**config.mk**
```make
export PLATFORM = sky130hd
export DESIGN_NAME = keypad_emulator
export DESIGN_NICKNAME = d
export VERILOG_FILES = /design/src/rtl/kp_pkg.sv /design/src/rtl/kp_fifo.sv /design/src/rtl/keypad_emulator.sv
export SDC_FILE = /design/constraint.sdc
export NUM_CORES = 1
export LEC_CHECK = 0
export ABC_AREA = 1
export BUFFER_PORTS_ARGS = -buffer_cell sky130_fd_sc_hd__buf_4
export CAP_MARGIN = 20
export CORE_ASPECT_RATIO = 1.1
export CORE_MARGIN = 4
export CORE_UTILIZATION = 64
export CTS_CLUSTER_SIZE = 28
export DETAILED_ROUTE_END_ITERATION = 16
export PLACE_DENSITY = 0.86
export SYNTH_ARGS = -nofsm -noshare
export SYNTH_HDL_FRONTEND = slang
export SYNTH_SLANG_ARGS = --single-unit
```
**constraint.sdc**
```tcl
create_clock -name CLK -period 3.92 [get_ports CLK]
set_clock_uncertainty 0.1 [all_clocks]
set_input_delay 0.392 -clock CLK [delete_from_list [all_inputs] [get_ports CLK]]
set_output_delay 0.392 -clock CLK [all_outputs]
set_load 0.02 [all_outputs]
```
**src/rtl/kp_pkg.sv**
```systemverilog
// Shared types and key-position helpers for the keypad emulator.
// Key codes are row-major: code = row*3 + col.
package kp_pkg;

    localparam int KP_ROWS = 4;
    localparam int KP_COLS = 3;
    localparam int KP_KEYS = 12;

    typedef logic [3:0] key_t;

    typedef enum logic [1:0] {
        IDLE  = 2'd0,
        PRESS = 2'd1,
        GAP   = 2'd2
    } state_t;

    function automatic logic [1:0] key_row(input key_t k);
        key_row = 2'(k / 4'd3);
    endfunction

    function automatic logic [1:0] key_col(input key_t k);
        key_col = 2'(k % 4'd3);
    endfunction

    function automatic logic key_is_valid(input key_t k);
        key_is_valid = (k < 4'(KP_KEYS));
    endfunction

endpackage

```
**src/rtl/kp_fifo.sv**
```systemverilog
// Key-code queue: DEPTH x 4-bit synchronous FIFO with registered full/empty.
// A push while full is taken only if a pop happens in the same cycle.
module kp_fifo
    import kp_pkg::*;
#(
    parameter int DEPTH = 4
) (
    input  logic clk,
    input  logic rst,
    input  logic push,
    input  logic pop,
    input  key_t din,
    output key_t dout,
    output logic full,
    output logic empty
);

    localparam int AW = $clog2(DEPTH);
    localparam int CW = AW + 1;

    key_t            mem_q [DEPTH];
    logic [AW-1:0]   wr_ptr_q, wr_ptr_d;
    logic [AW-1:0]   rd_ptr_q, rd_ptr_d;
    logic [CW-1:0]   count_q, count_d;
    logic            full_q, full_d;
    logic            empty_q, empty_d;
    logic            do_push, do_pop;

    always_comb begin
        do_pop   = pop & ~empty_q;
        do_push  = push & (~full_q | do_pop);
        wr_ptr_d = wr_ptr_q;
        rd_ptr_d = rd_ptr_q;
        count_d  = count_q;
        if (do_push) wr_ptr_d = wr_ptr_q + AW'(1);
        if (do_pop)  rd_ptr_d = rd_ptr_q + AW'(1);
        if (do_push && !do_pop)      count_d = count_q + CW'(1);
        else if (do_pop && !do_push) count_d = count_q - CW'(1);
        full_d  = (count_d == CW'(DEPTH));
        empty_d = (count_d == '0);
    end

    always_ff @(posedge clk) begin
        if (rst) begin
            wr_ptr_q <= '0;
            rd_ptr_q <= '0;
            count_q  <= '0;
            full_q   <= 1'b0;
            empty_q  <= 1'b1;
        end else begin
            wr_ptr_q <= wr_ptr_d;
            rd_ptr_q <= rd_ptr_d;
            count_q  <= count_d;
            full_q   <= full_d;
            empty_q  <= empty_d;
        end
    end

    // Storage needs no reset: nothing is read until it has been written.
    always_ff @(posedge clk) begin
        if (do_push) mem_q[wr_ptr_q] <= din;
    end

    assign dout  = mem_q[rd_ptr_q];
    assign full  = full_q;
    assign empty = empty_q;

endmodule

```
**src/rtl/keypad_emulator.sv**
```systemverilog
// Presses queued key codes on a 4x3 keypad matrix by returning the scanner's
// row drive on the key's column; holds for HOLD_SCANS scans, releases for GAP_SCANS.
//
// state | meaning
// IDLE  | waiting for a queued key
// PRESS | key held: COL[c] follows ROW[r]
// GAP   | key released, counting scans before the next key
module keypad_emulator
    import kp_pkg::*;
#(
    parameter int DEPTH      = 4,
    parameter int HOLD_SCANS = 3,
    parameter int GAP_SCANS  = 2,
    parameter int TIMEOUT    = 1024
) (
    input  logic       CLK,
    input  logic       RESET,
    input  logic [3:0] ROW,
    output logic [2:0] COL,
    input  logic [3:0] KEY,
    input  logic       KEY_VALID,
    output logic       KEY_READY,
    output logic       BUSY,
    output logic       ERR,
    output logic [7:0] DEBUG
);

    localparam int SCAN_MAX = (HOLD_SCANS > GAP_SCANS) ? HOLD_SCANS : GAP_SCANS;
    localparam int SCAN_W   = $clog2(SCAN_MAX + 1);
    localparam int TO_W     = $clog2(TIMEOUT);

    localparam logic [SCAN_W-1:0] HOLD_N  = SCAN_W'(HOLD_SCANS);
    localparam logic [SCAN_W-1:0] GAP_N   = SCAN_W'(GAP_SCANS);
    localparam logic [TO_W-1:0]   TO_LAST = TO_W'(TIMEOUT - 1);

    state_t              state_q, state_d;
    key_t                cur_key_q, cur_key_d;
    logic [SCAN_W-1:0]   scan_cnt_q, scan_cnt_d, scan_inc;
    logic [TO_W-1:0]     to_cnt_q, to_cnt_d, to_inc;
    logic [3:0]          row_q;
    logic                err_q, err_d;

    logic                fifo_push, fifo_pop, fifo_full, fifo_empty;
    key_t                fifo_dout;
    logic                key_accept;
    logic [1:0]          row_r, col_c;
    logic                row_hit, row_edge, phase_done, timeout_hit;

    assign key_accept = KEY_VALID & ~fifo_full;
    assign fifo_push  = key_accept & key_is_valid(KEY);

    kp_fifo #(.DEPTH(DEPTH)) u_fifo (
        .clk   (CLK),
        .rst   (RESET),
        .push  (fifo_push),
        .pop   (fifo_pop),
        .din   (KEY),
        .dout  (fifo_dout),
        .full  (fifo_full),
        .empty (fifo_empty)
    );

    assign row_r    = key_row(cur_key_q);
    assign col_c    = key_col(cur_key_q);
    assign row_hit  = ROW[row_r];
    assign row_edge = ROW[row_r] & ~row_q[row_r];
    assign scan_inc = (scan_cnt_q == {SCAN_W{1'b1}}) ? scan_cnt_q : scan_cnt_q + SCAN_W'(1);
    assign to_inc   = (to_cnt_q == {TO_W{1'b1}}) ? to_cnt_q : to_cnt_q + TO_W'(1);

    always_comb begin
        state_d     = state_q;
        cur_key_d   = cur_key_q;
        scan_cnt_d  = scan_cnt_q;
        to_cnt_d    = to_cnt_q;
        fifo_pop    = 1'b0;
        timeout_hit = 1'b0;
        COL         = 3'b000;
        // A phase ends once its scans are counted and the key's row has dropped,
        // so the last counted row activation is never cut short.
        phase_done  = ~row_hit &
                      (((state_q == PRESS) && (scan_cnt_q == HOLD_N)) ||
                       ((state_q == GAP)   && (scan_cnt_q == GAP_N)));

        case (state_q)
            IDLE: begin
                if (!fifo_empty) begin
                    fifo_pop   = 1'b1;
                    cur_key_d  = fifo_dout;
                    scan_cnt_d = '0;
                    to_cnt_d   = '0;
                    state_d    = PRESS;
                end
            end
            PRESS, GAP: begin
                if (state_q == PRESS && row_hit) COL = 3'b001 << col_c;
                if (phase_done) begin
                    state_d    = (state_q == PRESS) ? GAP : IDLE;
                    scan_cnt_d = '0;
                    to_cnt_d   = to_inc;
                end else if (row_edge) begin
                    scan_cnt_d = scan_inc;
                    to_cnt_d   = '0;
                end else if (to_cnt_q == TO_LAST) begin
                    timeout_hit = 1'b1;
                    state_d     = IDLE;
                end else begin
                    to_cnt_d = to_inc;
                end
            end
            default: state_d = IDLE;
        endcase

        err_d = (key_accept & ~key_is_valid(KEY)) | timeout_hit;
    end

    always_ff @(posedge CLK) begin
        if (RESET) begin
            state_q    <= IDLE;
            cur_key_q  <= '0;
            scan_cnt_q <= '0;
            to_cnt_q   <= '0;
            row_q      <= '0;
            err_q      <= 1'b0;
        end else begin
            state_q    <= state_d;
            cur_key_q  <= cur_key_d;
            scan_cnt_q <= scan_cnt_d;
            to_cnt_q   <= to_cnt_d;
            row_q      <= ROW;
            err_q      <= err_d;
        end
    end

    assign KEY_READY = ~fifo_full;
    assign BUSY      = ~fifo_empty | (state_q != IDLE);
    assign ERR       = err_q;
    assign DEBUG     = {state_q, 2'b00, cur_key_q};

endmodule
```
==> load_flow_metrics.sql <==
INSERT INTO impl_metrics (metric_group, metric, value, unit) VALUES
('yosys', 'yosys_register_bits', '48', ''),
('clock_tree', 'cts_made_buffers', '5', ''),
('yosys', 'synth_edf_count', '16', ''),
('sta', 'fin_ws', '0.4982', 'ns'),
('layout', 'final.fill_count', '308', ''),
('layout', 'post_route_cells_drive_above_1_share', '0.1608', ''),
('global_route', 'antenna_found_initial', '0', ''),
('yosys', 'postSynthCellCount', '344', ''),
('yosys', 'synth_compound_area_frac', '0.1142', ''),
('clock_tree', 'ctsLongestPathBuffers', '2', ''),
('routing', 'final_antenna_net_count', '0', ''),
('clock_tree', 'clk-insertion-delay-late', '0.31', 'ns'),
('layout', 'inserted_diodes', '0', ''),
('routing', 'route.final.wire_length', '5342', 'um'),
('pwr', 'pwr-share-seq', '0.320', ''),
('routing', 'drc', '0', ''),
('pwr', 'total_leakage_power', '1.368', 'nW'),
('clock_tree', 'hold_fix_buffers_cts', '0', ''),
('sta', 'final.min_clock_period', '3.422', 'ns'),
('global_route', 'grt_start_max_net_pins', '23', ''),
('clock_tree', 'tritoncts', 'done', ''),
('clock_tree', 'htree_num_levels', '2', ''),
('floorplan', 'design.die.area', '5374', 'um^2'),
('layout', 'finish.utilization', '0.7444', ''),
('pwr', 'power_per_cell_area', '734.8', 'nW/um^2'),
('routing', 'routed-via-count', '2240', ''),
('yosys', 'synth_simple_gate_area_share', '0.2737', ''),
('worst_setup_path', 'cp_max_fo', '6', ''),
('clock_tree', 'post-cts-setup-buffers', '0', ''),
('clock_tree', 'tritoncts_num_sinks', '48', ''),
('job', 'timing.max_cap.violations', '0', ''),
('routing', 'first_iter_violations', '179', ''),
('sta', 'setup_violating_endpoint_count_in_the_final_report', '0', ''),
('yosys', 'synthMuxAreaShare', '0', ''),
('routing', 'number_of_optimization_iterations_in_the_first_detailed_route_pass', '4', ''),
('sta', 'hold_viol_final', '0', ''),
('yosys', 'synth-async-reset-ratio', '0', ''),
('floorplan', 'ios', '25', ''),
('yosys', 'syn-mean-instance-area', '7.933', 'um^2'),
('sta', 'max_freq', '292.2', 'MHz'),
('sta', 'rsz0062_at_grt', 'no', ''),
('pwr', 'total_switching_power', '1.028', 'mW'),
('floorplan', 'die_height', '76.49', 'um'),
('layout', 'finish.cell_count_without_fillers', '419', ''),
('yosys', 'synth-xor-area-share', '0.02568', ''),
('worst_setup_path', 'start_kind', 'flop', ''),
('yosys', 'synth_sequential_area_ratio', '0.4108', ''),
('yosys', 'postSynth.topFlopCell', 'sky130_fd_sc_hd__dfxtp_1', ''),
('min_path', 'min_delay_path_depth', '1', ''),
('sta', 'fin_worst_hold_slack', '0.1877', 'ns'),
('floorplan', 'start_util', '0.6731', ''),
('routing', 'average_via_count_per_standard_cell', '5.346', ''),
('layout', 'syn2layout_area_growth', '10.59', '%'),
('clock_tree', 'worst_setup_hold_path_clk_slew', '0.09', 'ns'),
('floorplan', 'die_x', '70.26', 'um'),
('placed_design', 'gp_routability_congestion', '0.8230', ''),
('worst_setup_path', 'cp.required', '3.43', 'ns'),
('min_path', 'hold_path.class', 'in2reg', ''),
('status', 'run_status', 'finished, final reports clean', ''),
('worst_setup_path', 'endpoint_kind', 'output pin', ''),
('global_route', 'groute.usage.overall', '0.2192', ''),
('routing', 'avgRoutedWirePerCell', '12.75', 'um'),
('yosys', 'yosys.cell_types.count', '35', ''),
('global_route', 'via_count_of_the_first_global_routing_pass', '2227', ''),
('sta', 'final.period_utilization', '0.8729', ''),
('yosys', 'synth.cell_area', '2729', 'um^2'),
('pwr', 'worst_ir_drop_vdd', '0.0003708', 'V'),
('yosys', 'synth_top_family_by_area', 'simple AND/OR/NAND/NOR gates', ''),
('pwr', 'clock_power_share', '0.160', ''),
('floorplan', 'placeableCoreArea', '4054', 'um^2'),
('clock_tree', 'cts_resized', '0', '');
## worst max-delay path, cell delays in order, from the launching register on
cell and delay, ns:
sky130_fd_sc_hd__dfxtp_1 0.39, sky130_fd_sc_hd__inv_2 0.08, sky130_fd_sc_hd__nor2_4 0.10, sky130_fd_sc_hd__ha_1 0.14, sky130_fd_sc_hd__inv_1 0.04, sky130_fd_sc_hd__ha_1 0.26
sky130_fd_sc_hd__nand2_4 0.13, sky130_fd_sc_hd__inv_1 0.09, sky130_fd_sc_hd__nand2_1 0.06, sky130_fd_sc_hd__o21ai_0 0.12, sky130_fd_sc_hd__ha_1 0.22, sky130_fd_sc_hd__inv_1 0.17
sky130_fd_sc_hd__nand3_4 0.14, sky130_fd_sc_hd__nand2_2 0.08, sky130_fd_sc_hd__nand3_2 0.09, sky130_fd_sc_hd__nand2_4 0.11, sky130_fd_sc_hd__inv_1 0.06, sky130_fd_sc_hd__nor4_1 0.17
sky130_fd_sc_hd__buf_4 0.19
## cell usage in the layout (no fill, tap or decap), types with 7 or more instances in the layout
cell type and count:
sky130_fd_sc_hd__o21ai_0 21, sky130_fd_sc_hd__nand2_1 51, sky130_fd_sc_hd__nand3_1 15, sky130_fd_sc_hd__edfxtp_1 16, sky130_fd_sc_hd__nor2_1 48, sky130_fd_sc_hd__inv_1 55, sky130_fd_sc_hd__a21oi_1 21, sky130_fd_sc_hd__dfxtp_1 32
sky130_fd_sc_hd__nand4_1 10, sky130_fd_sc_hd__nand2_2 8, sky130_fd_sc_hd__buf_4 22, sky130_fd_sc_hd__xor2_1 7, sky130_fd_sc_hd__ha_1 16
## sequential cells by signal (all words and copies together) (netlist names)
register,count
u_fifo.empty,1
ERR,1
to_cnt_q,10
row_q,4
scan_cnt_q,2
u_fifo.count_q,3
state_q,2
cur_key_q,4
u_fifo.rd_ptr_q,2
u_fifo.mem_q,16
u_fifo.wr_ptr_q,2
u_fifo.full,1
## path summary, 6_finish.rpt
| check | startpoint | endpoint | slack (ns) |
|---|---|---|---|
| max reg2reg | cur_key_q[2] | to_cnt_q[0] | 0.84 |
| max | cur_key_q[2] | COL[1] | 0.50 |
| min reg2reg | to_cnt_q[7] | to_cnt_q[7] | 0.42 |
| min | KEY[1] | u_fifo.mem_q[0][1] | 0.19 |
## cell usage after synthesis, drive strengths merged, types with 2 or more instances
cell	n	area, um^2
o21ai	23	130.1
buf	5	45.04
nand3	20	140.1
ha	16	200.2
a21oi	21	105.1
inv	56	210.2
o22ai	4	25.02
edfxtp	16	480.5
or2	3	18.77
nor3	2	10.01
nand2	63	286.5
clkbuf	3	11.26
o2111ai	3	26.28
nand4	10	62.56
xor2	7	61.31
dfxtp	32	640.6
nor2	52	215.2
## metal layers
metal / track usage / part of all wire
met2: 0.3830 / 0.50
met3: 0.05145 / 0.047
met1: 0.2585 / 0.44
met5: 0 / 0
met4: 0.07854 / 0.015
## final cells by class
| class | instances | area, um^2 | area share |
|---|---|---|---|
| Timing Repair Buffer | 22 | 165.2 | 0.05473 |
| Tap cell | 52 | 65.06 | 0.02156 |
| Inverter | 57 | 219.0 | 0.07255 |
| Multi-Input combinational cell | 232 | 1336 | 0.4428 |
| Clock inverter | 3 | 42.54 | 0.01410 |
| Clock buffer | 5 | 68.82 | 0.02280 |
| Sequential cell | 48 | 1121 | 0.3715 |
## logic make-up (layout without fill, tap and decap cells)
group / after synthesis / count (layout)
flops: 48 / 48
fa+ha+maj: 16 / 16
other cells: 1 / 2
buf+inv: 65 / 87
compound gates: 54 / 54
xor+xnor: 8 / 8
simple gates: 152 / 152
## power by group through the flow
stage               Clock [mW]  Sequential [mW]  Combinational (mW)
floorplan                    0            0.719               0.919
global placement             0            0.713                1.10
detailed placement           0            0.718                1.13
CTS                      0.363            0.709                1.15
global route             0.387            0.728                1.30
finish                   0.356            0.710                1.15
Note: power is estimated with default switching activity, not from simulation.
